[src/rtl/peripheral_pwm.sv]
// Multi-channel PWM peripheral on the J1 I/O bus with double-buffered period/duty registers.
// Optional interrupt output is enabled by defining PWM_IRQ_EN.
module peripheral_pwm #(
  parameter int NCH = 4,
  parameter int CW  = 16
) (
  input  logic           clk,
  input  logic           rst,
  input  logic [15:0]    d_in,
  input  logic           cs,
  input  logic [3:0]     addr,
  input  logic           rd,
  input  logic           wr,
  output logic [15:0]    d_out,
  output logic [NCH-1:0] pwm_out
`ifdef PWM_IRQ_EN
  ,
  output logic           irq
`endif
);

  typedef enum logic [3:0] {
    A_CTRL   = 4'd0,
    A_PRESC  = 4'd1,
    A_PERIOD = 4'd2,
    A_STATUS = 4'd3,
    A_DUTY0  = 4'd4,
    A_DUTY1  = 4'd5,
    A_DUTY2  = 4'd6,
    A_DUTY3  = 4'd7,
    A_COUNT  = 4'd8
  } reg_addr_e;

  logic           en;
  logic [NCH-1:0] pol;
  logic [CW-1:0]  presc;
  logic [CW-1:0]  pcnt;
  logic [CW-1:0]  cnt;
  logic [CW-1:0]  period_sh;
  logic [CW-1:0]  period_act;
  logic [CW-1:0]  duty_sh  [NCH];
  logic [CW-1:0]  duty_act [NCH];
  logic           wrap;
`ifdef PWM_IRQ_EN
  logic           ie;
`endif

  logic           wr_en;
  logic           rd_en;
  logic           tick;
  logic           at_end;
  logic           wrap_set;
  logic           status_rd;
  logic [NCH-1:0] duty_wr;
  logic [15:0]    rdata;

  assign wr_en     = cs & wr;
  assign rd_en     = cs & rd;
  // >= rather than == so a PRESC lowered below the running pcnt still ticks
  assign tick      = en && (pcnt >= presc);
  assign at_end    = (cnt == period_act);
  assign wrap_set  = tick & at_end;
  assign status_rd = rd_en && (addr == A_STATUS);

  always_comb begin
    duty_wr = '0;
    for (int unsigned i = 0; i < NCH; i++) begin
      duty_wr[i] = wr_en && (addr == 4'(32'(A_DUTY0) + i));
    end
  end

  always_comb begin
    rdata = '0;
    case (addr)
      A_CTRL: begin
        rdata[0]       = en;
`ifdef PWM_IRQ_EN
        rdata[1]       = ie;
`endif
        rdata[4 +: NCH] = pol;
      end
      A_PRESC:  rdata[CW-1:0] = presc;
      A_PERIOD: rdata[CW-1:0] = period_sh;
      A_STATUS: rdata[0]      = wrap;
      A_COUNT:  rdata[CW-1:0] = cnt;
      default: begin
        for (int unsigned i = 0; i < NCH; i++) begin
          if (addr == 4'(32'(A_DUTY0) + i)) rdata[CW-1:0] = duty_sh[i];
        end
      end
    endcase
  end

  // Bus-visible control and shadow registers
  always_ff @(posedge clk) begin
    if (rst) begin
      en        <= 1'b0;
      pol       <= '0;
      presc     <= '0;
      period_sh <= '0;
      for (int unsigned i = 0; i < NCH; i++) duty_sh[i] <= '0;
`ifdef PWM_IRQ_EN
      ie        <= 1'b0;
`endif
    end else begin
      if (wr_en && (addr == A_CTRL)) begin
        en  <= d_in[0];
        pol <= d_in[4 +: NCH];
`ifdef PWM_IRQ_EN
        ie  <= d_in[1];
`endif
      end
      if (wr_en && (addr == A_PRESC))  presc     <= d_in[CW-1:0];
      if (wr_en && (addr == A_PERIOD)) period_sh <= d_in[CW-1:0];
      for (int unsigned i = 0; i < NCH; i++) begin
        if (duty_wr[i]) duty_sh[i] <= d_in[CW-1:0];
      end
    end
  end

  // Prescaler, period counter and shadow->active transfer
  always_ff @(posedge clk) begin
    if (rst) begin
      pcnt       <= '0;
      cnt        <= '0;
      period_act <= '0;
      for (int unsigned i = 0; i < NCH; i++) duty_act[i] <= '0;
    end else if (!en) begin
      pcnt       <= '0;
      cnt        <= '0;
      period_act <= period_sh;
      for (int unsigned i = 0; i < NCH; i++) duty_act[i] <= duty_sh[i];
    end else if (tick) begin
      pcnt <= '0;
      if (at_end) begin
        cnt        <= '0;
        period_act <= period_sh;
        for (int unsigned i = 0; i < NCH; i++) duty_act[i] <= duty_sh[i];
      end else begin
        cnt <= cnt + CW'(1);
      end
    end else begin
      pcnt <= pcnt + CW'(1);
    end
  end

  // A wrap landing on the same edge as a STATUS read wins over the clear
  always_ff @(posedge clk) begin
    if (rst) begin
      wrap <= 1'b0;
    end else if (wrap_set) begin
      wrap <= 1'b1;
    end else if (status_rd) begin
      wrap <= 1'b0;
    end
  end

  always_ff @(posedge clk) begin
    if (rst) begin
      d_out <= '0;
    end else if (rd_en) begin
      d_out <= rdata;
    end
  end

  always_ff @(posedge clk) begin
    if (rst) begin
      pwm_out <= '0;
    end else begin
      for (int unsigned i = 0; i < NCH; i++) begin
        pwm_out[i] <= (en & (cnt < duty_act[i])) ^ pol[i];
      end
    end
  end

`ifdef PWM_IRQ_EN
  always_ff @(posedge clk) begin
    if (rst) begin
      irq <= 1'b0;
    end else begin
      irq <= wrap & ie;
    end
  end
`endif

endmodule

[config.mk]
export PLATFORM = sky130hd
export DESIGN_NAME = peripheral_pwm
export DESIGN_NICKNAME = d
export VERILOG_FILES = /design/src/rtl/peripheral_pwm.sv
export SDC_FILE = /design/constraint.sdc
export NUM_CORES = 1
export LEC_CHECK = 0
export CORE_MARGIN = 2
export CORE_UTILIZATION = 50
export CTS_BUF_LIST = sky130_fd_sc_hd__clkbuf_16
export CTS_CLUSTER_SIZE = 25
export DETAILED_ROUTE_END_ITERATION = 8
export GPL_TIMING_DRIVEN = 0
export PLACE_DENSITY_LB_ADDON = 0.1
export SLEW_MARGIN = 0
export SYNTH_ARGS = -nofsm -noshare
export SYNTH_HDL_FRONTEND = slang
export SYNTH_SLANG_ARGS = --single-unit
[constraint.sdc]
create_clock -name clk -period 3.97 [get_ports clk]
set_input_delay 0.397 -clock clk [delete_from_list [all_inputs] [get_ports clk]]
set_output_delay 0.397 -clock clk [all_outputs]
set_load 0.01 [all_outputs]
==> results.ini, run 1 <==
[synth]
synth_area_mm2=0.0121
netlist_top_cells_area=edfxtp_1 (32%), dfxtp_1 (18%), ha_1 (8.1%)
synth_edf_count=128
yosysTopAreaCell=edfxtp_1
ys_warn_count=0
synth_top_area_share_pct=31.8
yosys.cell_types.count=65
syn_avg_cell_area_um2=10.0
synth-seq-cells=234
ys.flop_type=edfxtp_1
syn_inst=1207
synthArstFlopShare_pct=0
synth_fp_nets=1310
synth_seq_area_share_pct=49.3

[placed_design]
gp_congestion=0.987
hpwlAfterDp_um=27100
pre_cts_ws_ps=112
portBuffers=42

[critical_path]
worstPathRequired_ps=4200
critPathMaxFanout=19
cp_cell_sequence=inv_1, ha_1, nand4_2, or3_4, or4_1, nand3_2, a21oi_2, buf_2, inv_1, buf_16
worst_path_most_repeated_cell=inv_1
cp.arrival_ps=3770
r2r-start=presc[14]
end_kind=register
critPathTopFamily=simple AND/OR/NAND/NOR gates
path_class=register to register
path_buf_inv=4
startpoint_type=register
max_stage_delay_ps=500
critPathSlowestCell=inv_1
crit_start=presc[14]

[min_path]
hold_start=presc[10]
hold_class=register to register

[clocking]
cts_tree=built
cts_resized=0
cts_root_buffer=clkbuf_16
postCtsSetupBuffers=0
hold_buffers=0
clock-sinks=234
clk_pin_slew_worst_paths_ps=60
clk_path_buf_depth=3
clk_latency_ps=540
cts_max_level=1
numCtsBuffers=27

[sta]
period_needed_ps=3540
hold_violations=0
setup_viol=0
worst_pin_slew_ps=941
slew-limit-headroom_pct=37.2
fin_skew_ps=15.4
rsz0062_at_grt=no
finalCritPeriodShare_pct=89.2
finalMaxSlewViolations=0
timing.fmax_mhz=283
fin_ws_ps=431
tns_ps=0

[job]
drv_cap=0

[pwr]
leakage_nw=5.37
peakVddDrop_mv=0.229
power.density_mw_per_mm2=408

[detailed_routing]
wl_um=36700
drtIter0Drc=910
route.vias.total=9303
ant_nets=0
viasPerCell=5.74
wire_per_inst_um=22.7
drt-pass1-iter-count=7
drc_errors=0

[floorplanning]
die_area_mm2=0.0255
fp.coreArea_mm2=0.0236
die-height_um=160
rows=56
num_io_pins=45
start_util_pct=51.2
die_width_um=160

[global_routing]
grt_max_degree=33
antenna_found_initial=2
grt_pass1_wl_um=54400
track_usage_pct=28.6
overflow=0
grt_pass1_vias=8731

[layout]
layout_common_cells=and2_1 (131), edfxtp_1 (128), nand2_1 (112), dfxtp_1 (106), a21oi_1 (96)
drive_above_1_share_pct=6.84
n_antenna_cell=0
final_common_cell=and2_1
finalNetCount=1384
areaGrowthSynthToFinish_pct=14.8

[run_status]
outcome=finished, final reports clean

[power breakdown]
part / total, mW / internal, mW / switching (mW)
Clock: 2.57 / 1.56 / 1.02
Combinational: 0.408 / 0.154 / 0.255
Sequential: 2.69 / 2.64 / 0.0533
[synthesized netlist by cell type, types with 5 or more instances]
cell type  count
nand2b_1      20
nor4_1         6
o211ai_1      12
xor2_1        25
nand2_1      112
a21o_1        22
and2_1       131
a21oi_1       96
o31ai_1       12
a21boi_0      11
a22o_1        20
inv_1         87
nor2_1        57
or4_1          6
dfxtp_1      106
a22oi_1        8
edfxtp_1     128
mux2_2        13
ha_1          78
xnor2_1        7
nand4_1       22
mux2i_1       12
or3_1          5
o21ai_0       30
nand3_1       29
nor2b_1       12
o22ai_1       10
clkbuf_1      50
buf_2          7
and3_1         5
[state kept, by name, summed over array words and instances, names as in the netlist]
signal	cells
wrap	1
period_sh	16
period_act	16
pwm_out	4
d_out	16
en	1
pol	4
pcnt	16
cnt	16
presc	16
duty_sh	64
duty_act	64
[worst min-delay path, cell delays in order (launching register included)]
cell,delay [ps]
dfxtp_1,300
nand2_1,50
a21oi_1,50
[per-layer routing]
metal,global-route usage [%],wire length (um)
met5,0,0
met4,10.4,1310
met3,4.77,3000
met2,44.5,16100
met1,40.3,16300
[cell families (layout without fill, tap and decap cells)]
logic type / count (synthesis) / count (layout) / synth area share, %
xor gates and xnor gates: 32 / 32 / 2.32
DFF: 234 / 234 / 49.3
buffers and inverters: 151 / 245 / 4.89
AOI/OAI and AO/OA: 257 / 257 / 13.8
muxes: 28 / 28 / 2.76
and+or+nand+nor: 427 / 427 / 18.8
adders and majority gates: 78 / 78 / 8.07
[worst paths after layout]
check                    end  depth (start not counted)  slack [ps]
min reg2reg        presc[10]                          2         450
max          duty_act[3][14]                         10         430
max reg2reg  duty_act[3][14]                         10         430
min                presc[10]                          2         450
[cell type report]
cell class	instances	area, um2
Buffer	63	262
Clock buffer	27	676
Fill cell	2053	9720
Tap cell	319	399
Sequential cell	234	5970
Inverter	88	330
Multi-Input combinational cell	822	5550
Clock inverter	22	233
Timing Repair Buffer	45	474
[per-stage QoR]
| step | utilization, % | instances | hold WS [ps] | power (mW) | instance area [um2] |
|---|---|---|---|---|---|
| floorplan | - | 1207 | 436 | 2.95 | 12100 |
| global placement | 54.7 | 1568 | 439 | 3.13 | 12900 |
| detailed placement | 54.9 | 1570 | 444 | 3.14 | 13000 |
| CTS | 58.7 | 1619 | 454 | 5.67 | 13900 |
| global route | 58.8 | 1620 | 469 | 5.83 | 13900 |
| finish | 58.8 | 1620 | 453 | 5.67 | 13900 |
No activity file was read; power rests on OpenSTA's default activity.
==> inputs of run 2 (changes only) <==
--- a/config.mk
+++ b/config.mk
@@ -5,8 +5,10 @@
 export SDC_FILE = /design/constraint.sdc
 export NUM_CORES = 1
 export LEC_CHECK = 0
+export CELL_PAD_IN_SITES_DETAIL_PLACEMENT = 1
+export CELL_PAD_IN_SITES_GLOBAL_PLACEMENT = 1
 export CORE_MARGIN = 2
-export CORE_UTILIZATION = 50
+export CORE_UTILIZATION = 49
 export CTS_BUF_LIST = sky130_fd_sc_hd__clkbuf_16
 export CTS_CLUSTER_SIZE = 25
 export DETAILED_ROUTE_END_ITERATION = 8
==> constraint.sdc (replaced) <==
create_clock -name clk -period 3.35 [get_ports clk]
set_input_delay 0.335 -clock clk [delete_from_list [all_inputs] [get_ports clk]]
set_output_delay 0.335 -clock clk [all_outputs]
set_load 0.01 [all_outputs]
==> run 2 against run 1 <==
Global-route usage increased by 3.5 points. Sequential share of layout area increased by 0.077 points. First-iteration DRC count down 6.8%. Design area shrank 0.18%. Setup slack got worse by 210 ps. Via count is 3.9% higher. Critical path depth is the same. Register-to-register slack lost 210 ps. Wire length grew 12%. Critical path type unchanged.
==> results.ini, run 2 (synthesis results as in run 1) <==
[critical_path]
end_kind=register
critPathMaxFanout=11
max_stage_delay_ps=430
startpoint_type=register
worstPathRequired_ps=3650
cp.arrival_ps=3420
cp_cell_sequence=inv_1, ha_1, nand2b_1, a2111oi_4, or4_1, nand3_2, a21oi_4, clkbuf_4, clkinvlp_4, buf_12
path_class=register to register
critPathSlowestCell=a2111oi_4

[pwr]
power_frac_seq_pct=49.8
comb_power_share_pct=7.8
power.density_mw_per_mm2=463
clock_power_share_pct=42.4
p_int_mw=4.83
leakage_nw=5.41
p_sw_mw=1.58
peakVddDrop_mv=0.381
power.share.switching_pct=24.6

[detailed_routing]
wire_per_inst_um=25.2
dr_wl_met3_um=3190
ant_nets=0
route.met2.wl_um=19200
drc_errors=0
top_layer_used=met4
wl_um=41100
wl_met1_um=17200
drtIter0Drc=848
viasPerCell=5.92
route.vias.total=9664
drt-pass1-iter-count=5

[clocking]
numCtsBuffers=27
cts_max_level=1
clock-sinks=234
clk_pin_slew_worst_paths_ps=60
clk_path_buf_depth=3
clk_latency_ps=540
cts_root_buffer=clkbuf_16
hold_buffers=0
cts_tree=built

[floorplanning]
die-height_um=161
rows=57
die_area_mm2=0.0260
fp.coreArea_mm2=0.0242
num_io_pins=45
start_util_pct=49.9
die_width_um=161

[global_routing]
overflow=0
grt_pass1_wl_um=61700
grt_pass1_vias=9782
antenna_found_initial=4
track_usage_pct=32.1
grt_max_degree=26

[sta]
slew-limit-headroom_pct=38.1
fin_skew_ps=18.9
hold_violations=0
finalCritPeriodShare_pct=93.3
finalMaxSlewViolations=0
period_needed_ps=3120
worst_pin_slew_ps=928
hold_slack_ps=458
rsz0062_at_grt=no
setup_viol=0
timing.fmax_mhz=320

[placed_design]
hpwlAfterDp_um=30500
portBuffers=42
gp_congestion=0.948
dp.cells=1575

[layout]
top_regs=duty_act x64, duty_sh x64
fin_cells=1632
final_common_cell=and2_1
areaGrowthSynthToFinish_pct=14.6
finalNetCount=1391
drive_above_1_share_pct=7.11
layout_common_cells=and2_1 (131), edfxtp_1 (128), nand2_1 (112), dfxtp_1 (106), inv_1 (99)
n_antenna_cell=0

[job]
drv_cap=0

[min_path]
hold_class=register to register

[run_status]
outcome=finished, final reports clean

-- run 2: final timing paths --
kind	endpoint	slack [ps]	cells after the start	start
max	duty_act[2][13]	230	10	pcnt[0]
min	d_out[1]	460	2	d_out[1]
max reg2reg	duty_act[2][13]	230	10	pcnt[0]
min reg2reg	d_out[1]	460	2	d_out[1]
-- run 2: power by group through the flow --
stage	registers (mW)	clock network (mW)	logic, mW
floorplan	3.22	0	0.275
global placement	3.25	0	0.471
detailed placement	3.25	0	0.492
CTS	3.19	2.74	0.498
global route	3.20	2.84	0.545
finish	3.19	2.72	0.503
-- run 2: stage by stage --
stage	utilization (%)	cell area [um2]	worst slack [ps]	total power, mW	TNS [ps]
2_1_floorplan	-	12100	242	3.49	0
4_1_cts	57.1	13900	63.4	6.43	0
3_5_place_dp	53.5	13000	-557	3.74	-22540
5_1_grt	57.2	13900	40.6	6.58	0
6_report	57.2	13900	225	6.41	0
3_3_place_gp	53.3	12900	-465	3.72	-30010
-- run 2: what timing repair did --
| action | 4_1_cts | 5_1_grt |
|---|---|---|
| gates resized for setup | 4 | 11 |
| setup endpoints to repair | 48 | 93 |
| cloned | 1 | 0 |
| buffers inserted | 7 | 0 |
-- run 2: worst max-delay path, delay by kind of cell, from the launching register on --
kind	cells	cell delay [ps]
buf+inv	4	790
simple gates	3	600
flops	1	420
compound gates	2	820
fa+ha+maj	1	260
-- run 2: area by class of cell --
class / count / area (um2)
multi-input cells: 822 / 5560
plain buffers: 63 / 270
fillers: 2680 / 10400
inverters: 88 / 338
repair inverters: 1 / 7.51
repair buffers: 51 / 528
clock buffers: 27 / 676
clock inverters: 22 / 116
well taps: 324 / 405
flip-flops and latches: 234 / 5970
-- run 2: routing by layer --
layer | global-route usage [%] | vias to the layer above
met4 | 10.8 | 0
met3 | 5.37 | 88
met1 | 43.5 | 4782
met5 | 0 | -
li1 | - | 4426
met2 | 52.8 | 368
